### config.mk
export PLATFORM = sky130hd
export DESIGN_NAME = edge_event_arbiter
export DESIGN_NICKNAME = d
export VERILOG_FILES = /design/src/rtl/edge_event_arbiter.sv
export SDC_FILE = /design/constraint.sdc
export NUM_CORES = 1
export LEC_CHECK = 0
export ABC_AREA = 0
export ABC_CLOCK_PERIOD_IN_PS = 2100
export CAP_MARGIN = 40
export CORE_MARGIN = 8
export CORE_UTILIZATION = 29
export DETAILED_ROUTE_END_ITERATION = 7
export PLACE_DENSITY = 0.55
export REMOVE_ABC_BUFFERS = 1
export SLEW_MARGIN = 20
export SYNTH_ARGS = -nofsm -noshare
export SYNTH_HDL_FRONTEND = slang
export SYNTH_SLANG_ARGS = --single-unit
### constraint.sdc
create_clock -name clk -period 2.1 [get_ports clk]
set_clock_uncertainty 0.15 [all_clocks]
set_input_delay 0.63 -clock clk [delete_from_list [all_inputs] [get_ports clk]]
set_output_delay 0.63 -clock clk [all_outputs]
set_load 0.01 [all_outputs]
### src/rtl/edge_event_arbiter.sv
// edge_event_arbiter: per-channel rising-edge capture with round-robin serialization
// onto a single valid/ready event port; lost edges are flagged in sticky overflow bits.
module edge_event_arbiter #(
   parameter int N   = 4,
   parameter int IDW = $clog2(N)
) (
   input  logic           clk,
   input  logic           rstn,
   input  logic [N-1:0]   d,
   input  logic [N-1:0]   en,
   input  logic           evt_ready,
   input  logic [N-1:0]   ovf_clr,
   output logic           evt_valid,
   output logic [IDW-1:0] evt_id,
   output logic [N-1:0]   pending,
   output logic [N-1:0]   overflow
);
   logic [N-1:0]   d_q;
   logic [N-1:0]   edge_det;
   logic [N-1:0]   gnt;
   logic [IDW-1:0] last;
   logic [IDW-1:0] lo_idx;
   logic [IDW-1:0] hi_idx;
   logic [IDW-1:0] win;
   logic           lo_f;
   logic           hi_f;
   logic           free;
   logic           grant;
   assign edge_det = d & ~d_q & en;
   assign free     = !evt_valid || evt_ready;
   // Lowest pending index above last wins; otherwise wrap to the lowest pending overall.
   always_comb begin
      lo_idx = '0;
      hi_idx = '0;
      lo_f   = 1'b0;
      hi_f   = 1'b0;
      for (int i = N - 1; i >= 0; i--) begin
         if (pending[i]) begin
            lo_idx = IDW'(i);
            lo_f   = 1'b1;
            if (i > int'(last)) begin
               hi_idx = IDW'(i);
               hi_f   = 1'b1;
            end
         end
      end
   end
   assign win   = hi_f ? hi_idx : lo_idx;
   assign grant = free && lo_f;
   assign gnt   = grant ? (N'(1) << win) : '0;
   always_ff @(posedge clk or negedge rstn) begin
      if (!rstn) begin
         d_q       <= '0;
         pending   <= '0;
         overflow  <= '0;
         evt_valid <= 1'b0;
         evt_id    <= '0;
         last      <= IDW'(N - 1);
      end else begin
         d_q <= d;
         if (free) begin
            evt_valid <= grant;
            if (grant) begin
               evt_id <= win;
               last   <= win;
            end
         end
         // A new edge beats a same-cycle grant clear; disable beats everything.
         pending  <= ((pending & ~gnt) | edge_det) & en;
         overflow <= (overflow & ~ovf_clr) | (edge_det & pending & ~gnt);
      end
   end
endmodule

==> results.sh, run 1 <==
export IMPL_status="completed"
export IMPL_chipWidth_um=68.8
export IMPL_setup_ws_ps=74.1
export IMPL_num_fill_cells=289
export IMPL_vdd_ir_drop_max_uv=444
export IMPL_ys_ff_latch=17
export IMPL_grt_usage_pct=9.27
export IMPL_worstMarginPinSlew_ps=452
export IMPL_dr_pass1_iters=4
export IMPL_path_delay_family="buffers and inverters"
export IMPL_top_layer="met4"
export IMPL_worstRegToRegCells=4
export IMPL_rrSetupSlack_ps=410
export IMPL_synth_edf_count=0
export IMPL_worstSetupPathType="reg2out"
export IMPL_cp_buffers_inverters=1
export IMPL_fin_nets=133
export IMPL_ys_types=30
export IMPL_total_power_uw=969
export IMPL_hpwl_um=1540
export IMPL_clock_latency_ps=290
export IMPL_drv_slew=0
export IMPL_seq_area_frac_synth_pct=53.0
export IMPL_reg2reg_from="last[1]"
export IMPL_fin_crit_ps=2030
export IMPL_synthFlopType="dfrtp_1"
export IMPL_wl_um=1980
export IMPL_syn_area_sq_um=807
export IMPL_ys_warn_count=0
export IMPL_grt_setup_unrepaired="false"
export IMPL_wl_per_cell_um=13.4
export IMPL_dr_total_vias=738
export IMPL_netlist_top_cells_count="dfrtp_1, nor2_1"
export IMPL_slowest_delay_ps=550
export IMPL_ys_top_cells_by_area="dfrtp_1, dfstp_2, nand2b_1, nor2b_1, nor2_1"
export IMPL_hold_viol_final=0
export IMPL_hold_class="reg2reg"
export IMPL_wl_met3_um=196
export IMPL_setup_viol_count_final=0
export IMPL_reg2reg_to="pending[0]"
export IMPL_htreeDepth=1
export IMPL_path_cells="clkdlybuf4s50_1"
export IMPL_dp_cells=140
export IMPL_die_y_um=68.8
export IMPL_die_area_sq_mm=0.00473
export IMPL_power_density_mw_per_mm2=825
export IMPL_ioPinCount=26
export IMPL_rows=19
export IMPL_grt_pass1_vias=705
export IMPL_drt_met1_wl_um=914
export IMPL_diodes=0
export IMPL_antenna_left=0
export IMPL_core_area_sq_mm=0.00271
export IMPL_hold_end="evt_id[1]"
export IMPL_yosysMostFrequentCell="dfrtp_1"
export IMPL_grt_max_degree=18
export IMPL_syn_avg_cell_area_sq_um=9.84
export IMPL_ctsHoldBuffers=0
export IMPL_clk_pin_slew_ps=110
export IMPL_area_delta_synth_final_pct=45.4
export IMPL_place_gp_congestion=0.796
export IMPL_antenna_found_initial=0
export IMPL_max_cap_viol_count=0
export IMPL_final_cells=148
export IMPL_startpoint_type="register"
export IMPL_io_buffers=25
export IMPL_cts_sinks=17
export IMPL_cellLeakagePower_nw=0.500
export IMPL_layout_drive_gt1_share_pct=13.7
export IMPL_fmax_ghz=0.494
export IMPL_start_util_pct=29.8
export IMPL_cts_tree="built"
export IMPL_grt_overflow=0
export IMPL_crit_path_max_fanout=5
export IMPL_cp_arrival_ps=1250
export IMPL_synthCells=82
export IMPL_yosysTopAreaCell="dfrtp_1"
export IMPL_cp_slowest_cell="clkdlybuf4s50_1"
export IMPL_drc_errors=0
export IMPL_clk_path_buf_depth=2
export IMPL_preCtsSetupSlack_ps=-23.8
export IMPL_synth_top_area_share_pct=46.5
export IMPL_met2_length_um=851
export IMPL_hold_depth=1
export IMPL_cts_buffers=3
export IMPL_period_share_pct=96.5
export IMPL_vias_per_cell=4.99
export IMPL_postSynth_asyncResetShare_pct=100
export IMPL_maxSlewHeadroom_pct=69.6
export IMPL_hold_ws_ps=343
export IMPL_cp_end_kind="output pin"
export IMPL_cp_data_required_time_ps=1320
export IMPL_grt_pass1_wl_um=3350
export IMPL_drtIter0Drc=14
export IMPL_hp_start="evt_id[1]"
export IMPL_cts_root_buf="clkbuf_4"
==> registers in the layout (all words and copies together) (netlist names) <==
name / count
pending: 4
evt_valid: 1
evt_id: 2
last: 2
overflow: 4
d_q: 4
==> layout make-up <==
| cell class | count | area, sq um | area share (%) |
|---|---|---|---|
| multi-input combinational | 61 | 363 | 30.9 |
| timing repair buffer | 32 | 303 | 25.8 |
| tap | 31 | 38.8 | 3.30 |
| sequential | 17 | 432 | 36.8 |
| inverter | 3 | 11.3 | 0.959 |
| clock buffer | 4 | 26.3 | 2.24 |
==> repair_timing <==
item	CTS	global route
resized for setup	3	0
buffers inserted	0	4
endpoints found under the hold margin	0	0
setup endpoints to repair	3	3
gates cloned	0	0
==> power by group <==
group          switching (mW)  leakage (nW)  internal (mW)
Clock                   0.106        0.0150         0.0738
Combinational           0.159         0.279          0.179
Sequential             0.0504         0.206          0.400
==> layer usage <==
metal	track usage, %	up-vias
met2	12.5	20
met5	0	-
met4	3.01	0
li1	-	367
met3	4.52	2
met1	12.5	349
==> metrics by stage <==
stage | setup TNS (ps) | area, sq um | utilization, %
CTS | 0 | 1140 | 42.2
finish | 0 | 1170 | 43.3
floorplan | 0 | 802 | -
global route | 0 | 1170 | 43.3
detailed placement | -29.1 | 1110 | 41.1
global placement | -11.8 | 1110 | 41.1
==> worst max path at each step <==
stage                     from    endpoint  slack, ps  cells past startpoint
finish              pending[2]  pending[2]         70                      1
global route        pending[2]  pending[2]         30                      1
CTS                 pending[1]  pending[1]          5                      1
detailed placement   evt_ready  pending[3]        -20                      5
global placement     evt_ready  pending[3]        -10                      5
floorplan            evt_ready  pending[3]        520                      4
==> cell families after synthesis <==
family | after synthesis | synth area share, %
AOI/OAI and AO/OA | 27 | 22.5
buffers and inverters | 4 | 2.01
DFF | 17 | 53.0
muxes | 1 | 1.24
and+or+nand+nor | 33 | 21.2
==> cell usage in the layout (no fill, tap or decap), types with 2 or more instances in the layout <==
cell	synthesis	layout
dfrtp_2	0	3
dfrtp_1	15	12
clkdlybuf4s50_1	0	25
nor2_1	7	7
a31oi_1	4	4
o21ai_0	5	5
o211ai_1	2	2
clkbuf_4	0	3
nor2b_1	5	5
and3_1	2	2
a21o_1	2	2
nand2b_1	5	5
nand3_1	3	3
nor3_1	2	2
dfstp_2	2	2
buf_4	0	7
inv_1	3	3
a32oi_1	2	2
a21oi_1	4	4
nand2_1	5	5
Note: power is estimated with default switching activity, not from simulation.
==> run 2, diff against run 1 <==
--- a/config.mk
+++ b/config.mk
@@ -11,6 +11,7 @@
 export CORE_MARGIN = 8
 export CORE_UTILIZATION = 29
 export DETAILED_ROUTE_END_ITERATION = 7
+export HOLD_SLACK_MARGIN = 0.03
 export PLACE_DENSITY = 0.55
 export REMOVE_ABC_BUFFERS = 1
 export SLEW_MARGIN = 20
==> results of run 2 <==
Same layout as run 1: the final DEF is identical, and so are final timing and power.
==> run 3, diff against run 2 <==
--- a/config.mk
+++ b/config.mk
@@ -8,7 +8,6 @@
 export ABC_AREA = 0
 export ABC_CLOCK_PERIOD_IN_PS = 2100
 export CAP_MARGIN = 40
-export CORE_MARGIN = 8
 export CORE_UTILIZATION = 29
 export DETAILED_ROUTE_END_ITERATION = 7
 export HOLD_SLACK_MARGIN = 0.03
==> run 3 against run 2 <==
Compared with the run above: clock power fell by 3%; first-iteration DRC count is 36% higher; setup slack improved by 11 ps; non-clock buffer count is the same; sequential cell count unchanged; count of clock-buffer cells in the layout is the same; largest cell class unchanged.
==> results.sh, run 3 (same netlist as run 1, synthesis figures left out) <==
export IMPL_clock_latency_ps=290
export IMPL_setup_viol_count_final=0
export IMPL_grt_usage_pct=15.8
export IMPL_vdd_ir_drop_max_uv=458
export IMPL_maxSlewHeadroom_pct=64.0
export IMPL_die_area_sq_mm=0.00300
export IMPL_drtIter0Drc=19
export IMPL_grt_setup_unrepaired="false"
export IMPL_status="completed"
export IMPL_hp_start="evt_id[1]"
export IMPL_fmax_ghz=0.496
export IMPL_vias_per_cell=5.14
export IMPL_die_y_um=54.8
export IMPL_hpwl_um=1420
export IMPL_wl_per_cell_um=12.8
export IMPL_grt_overflow=0
export IMPL_start_util_pct=31.7
export IMPL_reg2reg_from="last[1]"
export IMPL_drc_errors=0
export IMPL_comb_power_share_pct=34.7
export IMPL_path_delay_family="buffers and inverters"
export IMPL_cp_end_kind="output pin"
export IMPL_io_buffers=25
export IMPL_cp_slowest_cell="clkdlybuf4s50_1"
export IMPL_fin_crit_ps=2020
export IMPL_power_density_mw_per_mm2=823
export IMPL_rrSetupSlack_ps=400
export IMPL_fin_nets=133
export IMPL_hold_viol_final=0
export IMPL_max_cap_viol_count=0
export IMPL_startpoint_type="register"
export IMPL_worstSetupPathType="reg2out"
export IMPL_final_core_util_pct=46.2
export IMPL_clk_pin_slew_ps=100
export IMPL_htreeDepth=1
export IMPL_cellInternalPower_uw=653
export IMPL_dr_pass1_iters=5
export IMPL_grt_pass1_vias=729
export IMPL_hold_class="reg2reg"
export IMPL_largest_registers="d_q (4), overflow (4), pending (4)"
export IMPL_chipWidth_um=54.8
export IMPL_hold_depth=1
export IMPL_core_area_sq_mm=0.00254
export IMPL_cts_buffers=3
export IMPL_preCtsSetupSlack_ps=-24.0
export IMPL_period_share_pct=96.0
export IMPL_crit_path_max_fanout=5
export IMPL_hold_end="evt_id[1]"
export IMPL_cp_data_required_time_ps=1320
export IMPL_area_delta_synth_final_pct=45.6
export IMPL_grt_max_degree=11
export IMPL_p_seq_share_pct=47.2
export IMPL_cellLeakagePower_nw=0.515
export IMPL_cts_tree="built"
export IMPL_diodes=0
export IMPL_grt_pass1_wl_um=3310
export IMPL_cts_sinks=17
export IMPL_cts_root_buf="clkbuf_4"
export IMPL_final_cells=147
export IMPL_antenna_found_initial=0
export IMPL_power_switching_uw=314
export IMPL_path_cells="clkdlybuf4s50_1"
export IMPL_power_frac_clock_pct=18.1
export IMPL_place_gp_congestion=0.857
export IMPL_ctsHoldBuffers=0
export IMPL_p_sw_share_pct=32.5
export IMPL_dr_total_vias=755
export IMPL_worstSetupStartpoint="pending[0]"
export IMPL_total_power_uw=967
export IMPL_clk_path_buf_depth=2
export IMPL_antenna_left=0
export IMPL_worstMarginPinSlew_ps=535
export IMPL_layout_drive_gt1_share_pct=13.7
export IMPL_final_cell_mix="clkdlybuf4s50_1, dfrtp_1, nor2_1, buf_4"
export IMPL_dp_cells=139
export IMPL_drv_slew=0
export IMPL_cp_buffers_inverters=1
export IMPL_reg2reg_to="overflow[2]"
export IMPL_slowest_delay_ps=540
export IMPL_worstRegToRegCells=4
export IMPL_rows=18
export IMPL_final_common_cell="clkdlybuf4s50_1"
export IMPL_setup_ws_ps=84.8
export IMPL_wl_um=1890
export IMPL_cp_arrival_ps=1240
export IMPL_ioPinCount=26
run 3: changes by cell type in the layout (fill, tap and decap cells not counted):
cell,before,now
dlymetal6s2s_1,0,1
clkdlybuf4s50_1,25,24
run 3: repair_timing:
item | in CTS | in global routing
buffers inserted | 0 | 4
cloned | 0 | 0
endpoints found under the setup margin | 3 | 3
resized for setup | 3 | 1
run 3: how the worst max path moves through the flow:
| stage | end | slack, ps | cells after the start |
|---|---|---|---|
| 2_1_floorplan | pending[3] | 520 | 4 |
| 3_3_place_gp | pending[3] | -2 | 5 |
| 3_5_place_dp | pending[3] | -20 | 5 |
| 4_1_cts | pending[3] | 2 | 1 |
| 5_1_grt | pending[0] | 30 | 1 |
| 6_report | pending[0] | 80 | 1 |
run 3: final cells by class:
type,count,area (sq um)
Fill cell,255,1370
Sequential cell,17,432
Multi-Input combinational cell,61,363
Timing Repair Buffer,32,305
Tap cell,30,37.5
Clock buffer,4,26.3
Inverter,3,11.3
run 3: metrics by stage:
stage / hold WS, ps / TNS, ps / area [sq um]
final: 351 / 0 / 1170
after global routing: 376 / 0 / 1170
after CTS: 359 / 0 / 1140
after detailed placement: 331 / -24.0 / 1110
after global placement: 314 / -1.63 / 1110
after floorplan: 184 / 0 / 802
run 3: power by group through the flow:
stage	clock network (mW)	logic, mW	registers (mW)
final	0.175	0.336	0.457
after global routing	0.198	0.376	0.469
after CTS	0.184	0.323	0.462
after detailed placement	0	0.321	0.465
after global placement	0	0.319	0.463
after floorplan	0	0.153	0.472
run 3: per-layer routing:
| layer | share of wire (%) | up-vias | global-route usage (%) | routed length, um |
|---|---|---|---|---|
| met5 | 0 | - | 0 | 0 |
| met4 | 0.69 | 0 | 2.56 | 13 |
| met3 | 5.1 | 2 | 5.83 | 97 |
| li1 | - | 368 | - | - |
| met2 | 48 | 20 | 25.3 | 900 |
| met1 | 46 | 365 | 20.4 | 875 |
